--- src/rtl/ldr_pkg.sv ---
// Shared types and default widths for the instruction-memory loader.
// The optional checksum (LOADER_CHECKSUM_EN) is handled in the modules that import this.
package ldr_pkg;

    localparam int LDR_ADDR_W = 10;
    localparam int LDR_DATA_W = 32;

    typedef enum logic [2:0] {
        IDLE  = 3'd0,
        CLEAR = 3'd1,
        LOAD  = 3'd2,
        HOLD  = 3'd3,
        RUN   = 3'd4
    } ldr_state_e;

endpackage

--- src/rtl/ldr_write_stage.sv ---
// Registered handshake-to-write stage: one accepted beat becomes one memory write a cycle later.
// With LOADER_CHECKSUM_EN defined it also keeps a running modulo-2**DATA_W sum of accepted words.
module ldr_write_stage
    import ldr_pkg::*;
#(
    parameter int ADDR_W = LDR_ADDR_W,
    parameter int DATA_W = LDR_DATA_W
) (
    input  logic              clk,
    input  logic              rst,
    input  logic              clear,
    input  logic              accept,
    input  logic [DATA_W-1:0] data,
    output logic              write_instruction,
    output logic [ADDR_W-1:0] addr,
    output logic [DATA_W-1:0] ins,
`ifdef LOADER_CHECKSUM_EN
    output logic [DATA_W-1:0] sum,
`endif
    output logic [ADDR_W:0]   count
);

    localparam logic [ADDR_W:0] CNT_ONE = {{ADDR_W{1'b0}}, 1'b1};

    always_ff @(posedge clk) begin
        if (rst) begin
            // NOTE: the data path is reset as well so ins/addr come up 0 like every other output.
            write_instruction <= 1'b0;
            addr              <= '0;
            ins               <= '0;
            count             <= '0;
`ifdef LOADER_CHECKSUM_EN
            sum               <= '0;
`endif
        end else begin
            write_instruction <= accept;
            if (accept) begin
                addr  <= count[ADDR_W-1:0];
                ins   <= data;
                count <= count + CNT_ONE;
`ifdef LOADER_CHECKSUM_EN
                sum   <= sum + data;
`endif
            end
            if (clear) begin
                count <= '0;
`ifdef LOADER_CHECKSUM_EN
                sum   <= '0;
`endif
            end
        end
    end

endmodule

--- src/rtl/ins_mem_loader.sv ---
// Boot/reload sequencer: clears instruction memory, streams a program image in, then releases cpu_rst.
// Optional LOADER_CHECKSUM_EN adds exp_sum and aborts to IDLE when the streamed image sum disagrees.
module ins_mem_loader
    import ldr_pkg::*;
#(
    parameter int ADDR_W     = LDR_ADDR_W,
    parameter int DATA_W     = LDR_DATA_W,
    parameter int CLR_CYCLES = 2,
    parameter int RST_HOLD   = 4
) (
    input  logic              clk,
    input  logic              rst,
    input  logic              start,
    input  logic [ADDR_W:0]   load_len,
`ifdef LOADER_CHECKSUM_EN
    input  logic [DATA_W-1:0] exp_sum,
`endif
    input  logic              s_valid,
    input  logic [DATA_W-1:0] s_data,
    output logic              s_ready,
    output logic              ins_mem_rst,
    output logic              write_instruction,
    output logic [DATA_W-1:0] ins,
    output logic [ADDR_W-1:0] addr,
    output logic              cpu_rst,
    output logic              busy,
    output logic              done,
    output logic              err
);

    localparam logic [ADDR_W:0] DEPTH    = {1'b1, {ADDR_W{1'b0}}};
    localparam logic [ADDR_W:0] CNT_ONE  = {{ADDR_W{1'b0}}, 1'b1};
    localparam logic [7:0]      CLR_LAST = 8'(CLR_CYCLES - 1);
    localparam logic [7:0]      HLD_LAST = 8'(RST_HOLD - 1);

    ldr_state_e        state;
    logic [7:0]        cnt;
    logic [ADDR_W:0]   last_idx;
    logic [ADDR_W:0]   word_cnt;
    logic              len_ok;
    logic              accept;
    logic              last_beat;
    logic              clear_cnt;
`ifdef LOADER_CHECKSUM_EN
    logic [DATA_W-1:0] sum;
    logic [DATA_W-1:0] exp_sum_q;
`endif

    assign len_ok    = (load_len != '0) && (load_len <= DEPTH);
    assign accept    = s_valid & s_ready;
    assign last_beat = accept && (word_cnt == last_idx);
    assign clear_cnt = (state == CLEAR);

    always_ff @(posedge clk) begin
        if (rst) begin
            state       <= IDLE;
            cnt         <= '0;
            last_idx    <= '0;
            s_ready     <= 1'b0;
            ins_mem_rst <= 1'b0;
            cpu_rst     <= 1'b1;
            busy        <= 1'b0;
            done        <= 1'b0;
            err         <= 1'b0;
`ifdef LOADER_CHECKSUM_EN
            exp_sum_q   <= '0;
`endif
        end else begin
            done <= 1'b0;
            err  <= 1'b0;
            case (state)
                // start is only honoured here; while busy it is silently ignored
                IDLE, RUN: begin
                    if (start) begin
                        if (len_ok) begin
                            state       <= CLEAR;
                            last_idx    <= load_len - CNT_ONE;
                            cnt         <= '0;
                            ins_mem_rst <= 1'b1;
                            cpu_rst     <= 1'b1;
                            busy        <= 1'b1;
`ifdef LOADER_CHECKSUM_EN
                            exp_sum_q   <= exp_sum;
`endif
                        end else begin
                            err <= 1'b1;
                        end
                    end
                end
                CLEAR: begin
                    if (cnt == CLR_LAST) begin
                        state       <= LOAD;
                        cnt         <= '0;
                        ins_mem_rst <= 1'b0;
                        s_ready     <= 1'b1;
                    end else begin
                        cnt <= cnt + 8'd1;
                    end
                end
                LOAD: begin
                    if (last_beat) begin
                        state   <= HOLD;
                        cnt     <= '0;
                        s_ready <= 1'b0;
                    end
                end
                HOLD: begin
`ifdef LOADER_CHECKSUM_EN
                    // sum already includes the final word by the first HOLD cycle
                    if (cnt == '0 && sum != exp_sum_q) begin
                        state <= IDLE;
                        busy  <= 1'b0;
                        err   <= 1'b1;
                    end else
`endif
                    if (cnt == HLD_LAST) begin
                        state   <= RUN;
                        cpu_rst <= 1'b0;
                        busy    <= 1'b0;
                        done    <= 1'b1;
                    end else begin
                        cnt <= cnt + 8'd1;
                    end
                end
                default: state <= IDLE;
            endcase
        end
    end

    ldr_write_stage #(
        .ADDR_W (ADDR_W),
        .DATA_W (DATA_W)
    ) u_write_stage (
        .clk               (clk),
        .rst               (rst),
        .clear             (clear_cnt),
        .accept            (accept),
        .data              (s_data),
        .write_instruction (write_instruction),
        .addr              (addr),
        .ins               (ins),
`ifdef LOADER_CHECKSUM_EN
        .sum               (sum),
`endif
        .count             (word_cnt)
    );

endmodule
--- config.mk ---
export PLATFORM = sky130hd
export DESIGN_NAME = ins_mem_loader
export DESIGN_NICKNAME = d
export VERILOG_FILES = /design/src/rtl/ldr_pkg.sv /design/src/rtl/ldr_write_stage.sv /design/src/rtl/ins_mem_loader.sv
export SDC_FILE = /design/constraint.sdc
export NUM_CORES = 1
export LEC_CHECK = 0
export ABC_CLOCK_PERIOD_IN_PS = 1800
export BUFFER_PORTS_ARGS = -buffer_cell sky130_fd_sc_hd__buf_2
export CAP_MARGIN = 40
export CORE_MARGIN = 2
export CORE_UTILIZATION = 47
export DETAILED_ROUTE_END_ITERATION = 6
export PLACE_DENSITY = 0.78
export SYNTH_ARGS = -nofsm -noshare
export SYNTH_HDL_FRONTEND = slang
export SYNTH_SLANG_ARGS = --single-unit
--- constraint.sdc ---
create_clock -name clk -period 1.8 [get_ports clk]
set_input_delay 0.18 -clock clk [delete_from_list [all_inputs] [get_ports clk]]
set_output_delay 0.18 -clock clk [all_outputs]
set_load 0.1 [all_outputs]
==> results by group, run 1 <==
Outcome
  – Status: finished, violations left
  – Failing checks: negative setup slack

Finish
  – Layout cells sized above 1: 0.304
  – # diodes: 0
  – Layout Utilization: 0.631
  – Fin nets: 590
  – Area grow syn2layout: 29.9%

Yosys
  – Top cells by area, synth: dfxtp_1, nand2_1, a21oi_1
  – Mean Syn Cell Area: 8.27 µm²
  – Mapped Area: 3520 µm²
  – Synth cell types: 49
  – EDFF count, synth: 0
  – Yosys reg bits: 82
  – Syn nets: 478
  – Top cell type's share of synthesized area: 0.466
  – Synth warnings: 0
  – Cell count after synthesis: 426
  – Post-synth ARST share: 0
  – Top_reg_cell synth: dfxtp_1
  – Top cell type by total area after synthesis: dfxtp_1
  – Register area share after synthesis: 0.466

Critical path
  – Critical Path Sink Type: flop
  – WP data arrival: 2.07 ns
  – Worst setup path category: flop to flop
  – CP required: 2.05 ns
  – R2R cell count: 5
  – Startpoint Class: flop
  – CP max FO: 4

Global route
  – Vias in the first global route: 2923
  – Largest net degree at the start of global routing: 74
  – GRT overflow: 0
  – Initial antenna violation count: 0
  – Total Routing Usage GR: 0.194
  – First-pass GRT wire length: 13.1 mm

Clock network
  – Htree depth: 3
  – Clk slew on worst S/H paths: 0.09 ns
  – CTS buffer count: 9
  – CTS tree: done
  – # clock sinks: 82
  – Clock Tree Buf Depth: 2
  – Clock latency on the worst-skew pair: 0.35 ns
  – Root Driver: clkbuf_8
  – Hold buffer count at cts: 0

Floorplan
  – Num ports: 96
  – Core area: 7250 µm²
  – Row count: 31
  – Die area: 8200 µm²
  – Die H: 90.6 µm
  – Width of the die: 90.6 µm
  – Initial Util: 0.486

Detailed routing
  – Vias/cell: 5.15
  – Final ANT Viol Nets: 0
  – Via count: 3308
  – 1st-iter DRT viols: 223
  – Drt pass-1 iters: 4
  – Routed wire per std cell: 12.7 µm
  – DR DRC count: 0
  – WL final: 8.14 mm

Timing
  – Endpoints failing hold: 0
  – Setup TNS: -0.0209 ns
  – RSZ-0062 raised after global routing: true
  – Actual slew at the worst max-slew pin: 0.506 ns
  – Final min period: 1.82 ns
  – Final worst-path setup slack: -0.0209 ns
  – Hold_ws: 0.0608 ns
  – Tcrit/Tclk final: 1.01
  – Fmax: 0.549 GHz
  – Fin Clk Skew: 0.0151 ns
  – Slew Limit Headroom: 0.665
  – Final setup viols: 1
  – Max Slew Vio Count: 0

Placed design
  – RD Place Congestion: 0.825
  – Port-buffer cells: 95
  – Final HPWL DP: 5.64 mm

Power and ir drop
  – Cell leakage power: 1.91 nW
  – Design Power: 4.01 mW
  – Maximum VDD drop: 414 µV
  – PD cells: 878 nW/µm²

Run
  – Max cap viols: 0

Hold path
  – Worst min path class: primary input to flop
  – Hold Path Stages: 3
[path summary, 6_finish.rpt]
kind / start / end / slack, ns
max: cnt[4]$_SDFFE_PP0P_ / cpu_rst$_SDFFE_PP1P_ / -0.02
min: s_data[7] / u_write_stage.ins[7]$_SDFFE_PP0P_ / 0.06
max reg2reg: cnt[4]$_SDFFE_PP0P_ / cpu_rst$_SDFFE_PP1P_ / -0.02
min reg2reg: u_write_stage.ins[11]$_SDFFE_PP0P_ / u_write_stage.ins[11]$_SDFFE_PP0P_ / 0.45
[synth_stat cells (all sizes together) (2+ instances only)]
| cell type | instances |
|---|---|
| ha | 5 |
| dfxtp | 82 |
| nand3 | 9 |
| nand4 | 4 |
| clkbuf | 17 |
| a211oi | 11 |
| a31oi | 5 |
| nand2b | 7 |
| inv | 8 |
| o21ai | 7 |
| o31ai | 2 |
| nor4 | 9 |
| o21a | 3 |
| a21oi | 47 |
| xnor2 | 10 |
| and3 | 3 |
| o41ai | 2 |
| nor2 | 37 |
| buf | 8 |
| xor2 | 19 |
| nor4b | 2 |
| and4 | 2 |
| nor3 | 11 |
| nand2 | 99 |
| or3 | 3 |
[critical path: stages (launching register included)]
cell     delay (ns)
dfxtp_2        0.34
nor4_4         0.31
nand4_1        0.22
buf_4          0.19
or3_4          0.39
a211o_1        0.26
[through the flow]
stage	setup WS, ns	area, µm²	std cells
floorplan	0.00425	3530	426
global placement	0.0261	4280	625
detailed placement	-0.00980	4280	625
CTS	0.00206	4500	641
global route	-0.0905	4570	642
finish	-0.0209	4570	642
[final cells by class]
cell class	instances	area, µm²
Clock buffer	11	141
Clock inverter	5	61.3
Fill cell	631	2680
Inverter	8	30.0
Multi-Input combinational cell	311	1830
Sequential cell	82	1650
Tap cell	99	124
Timing Repair Buffer	126	737
[registers in the layout (all words and copies together), names as in the netlist]
register and count:
cpu_rst 1, last_idx 11, cnt 8, u_write_stage.addr 10, ins_mem_rst 1, u_write_stage.write_instruction 1, u_write_stage.ins 32, busy 1
err 1, done 1, u_write_stage.count 11, s_ready 1, state 3
[where the power goes]
group / internal, mW / switching [mW]
Clock: 0.688 / 0.675
Combinational: 0.265 / 0.474
Sequential: 1.87 / 0.0390
Total: 2.83 / 1.19
[repair_timing]
| item | 4_1_cts | 5_1_grt |
|---|---|---|
| resized for setup | 2 | 16 |
| setup buffers | 0 | 1 |
| endpoints found under the setup margin | 3 | 9 |
| pin swaps | 1 | 4 |
[routing by layer]
layer / vias up / wire length (µm) / GRT usage
li1: 1677 / - / -
met5: - / 0 / 0
met4: 0 / 120 / 0.0782
met3: 11 / 494 / 0.0392
met1: 1497 / 3780 / 0.257
met2: 123 / 3750 / 0.308
[cells in the final DEF, fill, tap and decap left out, drive strengths merged, types with 2 or more instances in the layout]
cell type / netlist / routed
and3: 3 / 3
or3: 3 / 3
inv: 8 / 10
nor2: 37 / 37
o31ai: 2 / 2
o41ai: 2 / 2
nor3: 11 / 11
a211oi: 11 / 11
nand3: 9 / 9
nand2b: 7 / 7
xnor2: 10 / 10
o21a: 3 / 3
dfxtp: 82 / 82
xor2: 19 / 19
nor4b: 2 / 2
nand2: 99 / 99
o21ai: 7 / 7
a21oi: 47 / 47
a31oi: 5 / 5
nand4: 4 / 4
ha: 5 / 5
nor4: 9 / 9
clkbuf: 17 / 11
and4: 2 / 2
buf: 8 / 126
[kinds of logic after synthesis]
group           count (synthesis)  share of synthesized area
compound gates                 86                      0.154
xor+xnor                       29                     0.0721
fa+ha+maj                       5                     0.0178
buf+inv                        33                     0.0369
flops                          82                      0.466
mux                             1                    0.00426
simple gates                  190                      0.249
(Power assumes the default switching activity.)
==> run 2, diff against run 1 <==
- CORE_MARGIN: 2 -> 4
- PLACE_DENSITY: 0.78 -> 0.77
- SYNTH_HIERARCHICAL: not set -> 1
==> run 2 against run 1 <==
  * The flow still finishes with violations (negative setup slack)
  * First-iteration DRC count shrank 6.3%
  * Via count shrank 6.9%
  * Sequential power is essentially flat
  * Critical path type unchanged
  * Largest power group unchanged
  * Highest routed layer unchanged
==> results by group, run 2 <==
Timing
  – Final setup viols: 9 (+8)
  – Max Slew Vio Count: 0 (unchanged)
  – Final worst-path setup slack: -0.0985 ns (-0.0776 ns)
  – RSZ-0062 raised after global routing: true
  – Slew Limit Headroom: 0.646 (-0.0195)
  – Fin Clk Skew: 0.00887 ns (-0.00621 ns)
  – Endpoints failing hold: 0 (unchanged)
  – Final min period: 1.90 ns (+0.0776 ns)
  – Tcrit/Tclk final: 1.05 (+0.0431)
  – Setup TNS: -0.692 ns (-0.671 ns)
  – Actual slew at the worst max-slew pin: 0.530 ns (+0.0240 ns)
  – Fmax: 0.527 GHz (-4.1%)

Clock network
  – Hold buffer count at cts: 0 (unchanged)
  – CTS tree: done
  – Clock latency on the worst-skew pair: 0.35 ns (about the same)
  – Root Driver: clkbuf_8
  – Clock Tree Buf Depth: 2 (unchanged)
  – Clk slew on worst S/H paths: 0.10 ns (about the same)
  – # clock sinks: 82 (unchanged)
  – Htree depth: 3 (unchanged)
  – CTS buffer count: 9 (unchanged)

Critical path
  – WP data arrival: 2.16 ns (+0.09 ns)
  – Worst path cell trace: or4_4, or4_4, o22ai_4, a211oi_4, a311oi_2
  – CP top delay family: simple AND/OR/NAND/NOR gates
  – Worst setup path category: flop to flop
  – Startpoint Class: flop
  – Slowest cell on crit path: or4_4
  – Critical Path Most Common Cell: or4_4
  – Largest stage delay on the critical path: 0.54 ns (+0.15 ns)
  – Worst path bufs/invs: 0 (-1)
  – CP max FO: 8 (+4)
  – Critical Path Sink Type: flop
  – CP required: 2.06 ns (about the same)

Finish
  – Most common cell after layout, fill and taps aside: buf_2
  – Final Non-Filler Cells: 600 (-6.5%)
  – Layout Utilization: 0.628 (-0.00292)
  – Area grow syn2layout: 28.2%
  – Largest regs: u_write_stage/ins (32), last_idx (11), u_write_stage/count (11)
  – # diodes: 0 (unchanged)
  – Reg with most FFs: u_write_stage/ins
  – Layout cells sized above 1: 0.337 (+0.0335)
  – Most frequent cells in the layout: buf_2, dfxtp_1, nor2_1
  – Number of flip-flops in the largest register: 32 (unchanged)
  – Fin nets: 548 (-7.1%)

Placed design
  – Placed cells: 581 (-7.0%)
  – Final HPWL DP: 5.96 mm (+5.7%)
  – Port-buffer cells: 95 (unchanged)
  – RD Place Congestion: 0.901 (+9.3%)

Detailed routing
  – 1st-iter DRT viols: 209 (-6.3%)
  – Vias/cell: 5.13 (-0.41%)
  – Routed wire per std cell: 13.6 µm (+6.9%)
  – WL final: 8.13 mm (about the same)
  – DR DRC count: 0 (unchanged)
  – Drt pass-1 iters: 4 (unchanged)
  – Final ANT Viol Nets: 0 (unchanged)
  – Via count: 3079 (-6.9%)

Yosys
  – Post-synth ARST share: 0 (unchanged)
  – Mapped Area: 3590 µm² (+1.9%)
  – Top cell type by total area after synthesis: dfxtp_1
  – Syn nets: 429 (-10%)
  – Cell count after synthesis: 377 (-12%)
  – Top cells by area, synth: dfxtp_1, mux2i_1, nor2_1
  – Yosys reg bits: 82 (unchanged)
  – Top_reg_cell synth: dfxtp_1
  – Synth warnings: 6 (+6)
  – Count leader, synth: dfxtp_1
  – Top cell type's share of synthesized area: 0.457 (-0.00861)
  – Synth cell types: 50 (+2.0%)
  – Synth cell count leaders: dfxtp_1, nor2_1, mux2i_1
  – Register area share after synthesis: 0.457 (-0.00861)
  – EDFF count, synth: 0 (unchanged)
  – Mean Syn Cell Area: 9.52 µm² (+15%)

Floorplan
  – Initial Util: 0.490 (+0.00391)
  – Core area: 7330 µm² (+1.1%)
  – Width of the die: 95.4 µm (+5.3%)
  – Num ports: 96 (unchanged)
  – Die H: 95.4 µm (+5.3%)
  – Die area: 9100 µm² (+11%)
  – Row count: 31 (unchanged)

Hold path
  – Worst min path class: primary input to flop

Global route
  – First-pass GRT wire length: 13.0 mm (-0.57%)
  – Largest net degree at the start of global routing: 52 (-30%)
  – Total Routing Usage GR: 0.179 (-0.0146)
  – GRT overflow: 0 (unchanged)
  – Vias in the first global route: 2866 (-2.0%)
  – Initial antenna violation count: 0 (unchanged)

Run
  – Max cap viols: 0 (unchanged)

Power and ir drop
  – Maximum VDD drop: 379 µV (-8.3%)
  – PD cells: 786 nW/µm² (-10%)
  – Cell leakage power: 1.90 nW (-0.12%)
  – Design Power: 3.62 mW (-9.9%)

Outcome
  – Failing checks: negative setup slack
  – Status: finished, violations left
==> run 2: repair_timing <==
item,4_1_cts,5_1_grt
setup buffers,1,2
pin swaps,3,4
resized for setup,0,7
endpoints found under the setup margin,8,15
==> run 2: cell type report <==
| type | instances | area, µm² |
|---|---|---|
| timing repair buffer | 127 | 753 |
| tap | 99 | 124 |
| fill | 610 | 2730 |
| multi-input combinational | 267 | 1850 |
| sequential | 82 | 1650 |
| clock buffer | 9 | 124 |
| inverter | 9 | 33.8 |
| clock inverter | 7 | 66.3 |
==> run 2: through the flow <==
stage	setup slack (ns)	cell area, µm²	hold slack, ns
floorplan	-0.0705	3600	0.276
global placement	-0.101	4360	0.412
detailed placement	-0.120	4360	0.420
CTS	-0.131	4550	0.0442
global route	-0.175	4600	0.0449
finish	-0.0985	4600	0.0572
==> run 2: report_power, final <==
part / total [mW] / switching, mW / internal, mW / leakage (nW)
sequential: 1.88 / 0.0295 / 1.85 / 0.665
clock: 1.28 / 0.736 / 0.540 / 0.0922
combinational: 0.459 / 0.293 / 0.166 / 1.15
total: 3.62 / 1.06 / 2.56 / 1.90
==> run 2: final timing paths <==
kind	endpoint	slack (ns)	depth (start not counted)	startpoint
setup / recovery	cnt[7]$_SDFFE_PP0P_	-0.1	5	cnt[4]$_SDFFE_PP0P_
hold reg to reg	cpu_rst$_SDFFE_PP1P_	0.47	1	cpu_rst$_SDFFE_PP1P_
hold / removal	u_write_stage/ins[21]$_SDFFE_PP0P_	0.06	3	s_data[21]
setup reg to reg	cnt[7]$_SDFFE_PP0P_	-0.1	5	cnt[4]$_SDFFE_PP0P_
==> run 2: cell families (layout without fill, tap and decap cells) <==
| group | count (synthesis) | after routing | share of synthesized area |
|---|---|---|---|
| compound gates | 54 | 54 | 0.113 |
| buf+inv | 28 | 152 | 0.0387 |
| mux | 46 | 46 | 0.128 |
| simple gates | 139 | 139 | 0.189 |
| fa+ha+maj | 5 | 5 | 0.0174 |
| flops | 82 | 82 | 0.457 |
| xor+xnor | 23 | 23 | 0.0561 |
==> run 2: tightest hold or removal path, delay by kind of cell <==
kind                   cells  cell delay [ns]
AND/OR/NAND/NOR            1             0.07
buffers and inverters      1             0.07
multiplexers               1             0.05
==> run 2: metal layers <==
metal,vias to the layer above,part of all wire,global-route usage
li1,1572,-,-
met1,1414,0.45,0.241
met2,83,0.48,0.278
met3,10,0.054,0.0426
met4,0,0.014,0.0687
met5,-,0,0
==> run 3, diff against run 2 <==
==> constraint.sdc (replaced) <==
create_clock -name clk -period 1.8 [get_ports clk]
set_input_delay 0.54 -clock clk [delete_from_list [all_inputs] [get_ports clk]]
set_output_delay 0.54 -clock clk [all_outputs]
set_load 0.1 [all_outputs]
==> run 3 against run 2 <==
  * Worst hold slack gained 0.38 ns
  * Fmax shrank 3.9%
  * Die area stayed put
  * Highest routed layer unchanged
  * Clock-buffer cell count grew 1
  * The flow still finishes with violations (negative setup slack)
  * Largest power group unchanged
  * Flip-flop and latch count is the same
==> results by group, run 3 (same netlist as run 2, synthesis figures left out) <==
Power and ir drop
  – Combinational power share: 0.133 (+0.006)
  – Switching Share: 0.246 (-0.0466)
  – Maximum VDD drop: 690 µV (+82%)
  – PD cells: 810 nW/µm² (+3.1%)
  – Cell leakage power: 2.06 nW (+8.2%)
  – Pint: 2.98 mW (+16%)
  – Sequential power share: 0.476 (-0.044)
  – NetSw: 0.972 mW (-8.2%)
  – Clock power share: 0.392 (+0.039)

Hold path
  – Hold Startpoint: s_data[0]
  – Hold Path Stages: 3 (unchanged)
  – Hold Crit Endpoint: u_write_stage/ins[0]$_SDFFE_PP0P_
  – Worst min path class: primary input to flop

Finish
  – Most common cell after layout, fill and taps aside: buf_2
  – Most frequent cells in the layout: buf_2, dfxtp_1, nor2_1
  – Fillers: 612 (+0.33%)
  – Largest regs: u_write_stage/ins (32), last_idx (11), u_write_stage/count (11)
  – Reg with most FFs: u_write_stage/ins
  – # diodes: 0 (unchanged)
  – Final Non-Filler Cells: 625 (+4.2%)
  – Area grow syn2layout: 35.8%
  – Layout Utilization: 0.665 (+0.0369)
  – Number of flip-flops in the largest register: 32 (unchanged)
  – Fin nets: 574 (+4.7%)
  – Layout cells sized above 1: 0.378 (+0.0410)

Timing
  – Endpoints failing hold: 0 (unchanged)
  – Setup TNS: -1.23 ns (-0.542 ns)
  – Final worst-path setup slack: -0.176 ns (-0.0776 ns)
  – Tcrit/Tclk final: 1.10 (+0.0431)
  – Final min period: 1.98 ns (+0.0776 ns)
  – RSZ-0062 raised after global routing: true
  – Hold_ws: 0.435 ns (+0.377 ns)
  – Final setup viols: 10 (+1)
  – Fin Clk Skew: 0.00846 ns (-0.000409 ns)
  – Slew Limit Headroom: 0.670 (+0.0244)
  – Fmax: 0.506 GHz (-3.9%)
  – Max Slew Vio Count: 0 (unchanged)
  – Actual slew at the worst max-slew pin: 0.498 ns (-0.0315 ns)

Floorplan
  – Row count: 31 (unchanged)
  – Initial Util: 0.490 (unchanged)
  – Die area: 9100 µm² (unchanged)
  – Die H: 95.4 µm (unchanged)
  – Num ports: 96 (unchanged)
  – Core area: 7330 µm² (unchanged)
  – Width of the die: 95.4 µm (unchanged)

Clock network
  – Clock Tree Buf Depth: 2 (unchanged)
  – Clock latency on the worst-skew pair: 0.34 ns (about the same)
  – Htree depth: 3 (unchanged)
  – Root Driver: clkbuf_8
  – CTS buffer count: 9 (unchanged)
  – Clk slew on worst S/H paths: 0.08 ns (-0.02 ns)
  – # clock sinks: 82 (unchanged)
  – CTS tree: done

Critical path
  – R2r startpoint: cnt[4]$_SDFFE_PP0P_
  – R2R Path End: cnt[7]$_SDFFE_PP0P_
  – CP required: 2.05 ns (about the same)
  – WP data arrival: 2.23 ns (+0.07 ns)
  – Worst setup path category: flop to flop
  – R2R cell count: 6 (+1)
  – Startpoint Class: flop
  – Critical Path Sink Type: flop
  – Reg-to-reg slack, setup: -0.18 ns (-0.08 ns)
  – CP max FO: 8 (unchanged)

Detailed routing
  – Final ANT Viol Nets: 0 (unchanged)
  – Via count: 3235 (+5.1%)
  – WL final: 8.39 mm (+3.2%)
  – Drt pass-1 iters: 4 (unchanged)
  – Vias/cell: 5.18 (+0.86%)
  – 1st-iter DRT viols: 80 (-62%)
  – DR DRC count: 0 (unchanged)
  – Routed wire per std cell: 13.4 µm (-0.97%)

Placed design
  – Port-buffer cells: 95 (unchanged)
  – RD Place Congestion: 0.847 (-6.0%)
  – Worst slack at placement: -0.332 ns (-0.212 ns)
  – Placed cells: 608 (+4.6%)
  – Final HPWL DP: 6.29 mm (+5.4%)

Global route
  – Total Routing Usage GR: 0.185 (+0.00547)
  – Initial antenna violation count: 0 (unchanged)
  – Largest net degree at the start of global routing: 58 (+12%)
  – GRT overflow: 0 (unchanged)
  – First-pass GRT wire length: 13.5 mm (+3.4%)
  – Vias in the first global route: 3051 (+6.5%)

Outcome
  – Status: finished, violations left
  – Failing checks: negative setup slack

Run
  – Max cap viols: 0 (unchanged)
## run 3: power by group through the flow
stage | Clock, mW | Combinational (mW) | Sequential, mW
3_5_place_dp | 0 | 0.495 | 1.92
2_1_floorplan | 0 | 0.222 | 2.01
3_3_place_gp | 0 | 0.484 | 1.92
6_report | 1.55 | 0.524 | 1.88
5_1_grt | 1.67 | 0.565 | 1.88
4_1_cts | 1.58 | 0.498 | 1.88
## run 3: what timing repair did
action / CTS / global route
hold buffers: 0 / 0
pin swaps: 7 / 5
gates resized for setup: 3 / 10
buffers inserted: 3 / 1
endpoints found under the setup margin: 9 / 22
## run 3: per-stage QoR
stage / area, µm² / power [mW]
2_1_floorplan: 3630 / 2.23
3_3_place_gp: 4560 / 2.40
6_report: 4870 / 3.95
3_5_place_dp: 4560 / 2.41
5_1_grt: 4870 / 4.12
4_1_cts: 4810 / 3.96
## run 3: layer usage
metal | up-vias | track usage | share of wire
met1 | 1502 | 0.235 | 0.45
met2 | 104 | 0.316 | 0.48
met3 | 5 | 0.0316 | 0.068
li1 | 1624 | - | -
met5 | - | 0 | 0
met4 | 0 | 0.0616 | 0.0075
## run 3: worst max-delay path, cell delays in order (launching register included)
cell      delay [ns]
dfxtp_2         0.32
or4_4           0.53
or4_4           0.45
o22ai_4         0.18
a211oi_4        0.06
buf_12          0.16
a311oi_2        0.19
## run 3: cell type report
cell class | instances | area (µm²) | share of cell area
Clock buffer | 10 | 128 | 0.0262
Clock inverter | 5 | 104 | 0.0213
Inverter | 9 | 33.8 | 0.00693
Multi-Input combinational cell | 267 | 1900 | 0.389
Sequential cell | 82 | 1650 | 0.338
Tap cell | 99 | 124 | 0.0254
Timing Repair Buffer | 153 | 940 | 0.193
## run 3: worst max path at each step
| stage | start | end | slack, ns | cells after the start |
|---|---|---|---|---|
| detailed placement | load_len[2] | cnt[2]$_SDFFE_PP0P_ | -0.33 | 7 |
| global route | cnt[4]$_SDFFE_PP0P_ | cnt[7]$_SDFFE_PP0P_ | -0.20 | 6 |
| floorplan | cnt[4]$_SDFFE_PP0P_ | cnt[0]$_SDFFE_PP0P_ | -0.07 | 5 |
| CTS | cnt[4]$_SDFFE_PP0P_ | cnt[7]$_SDFFE_PP0P_ | -0.16 | 5 |
| finish | cnt[4]$_SDFFE_PP0P_ | cnt[7]$_SDFFE_PP0P_ | -0.18 | 6 |
| global placement | load_len[2] | cnt[0]$_SDFFE_PP0P_ | -0.24 | 7 |
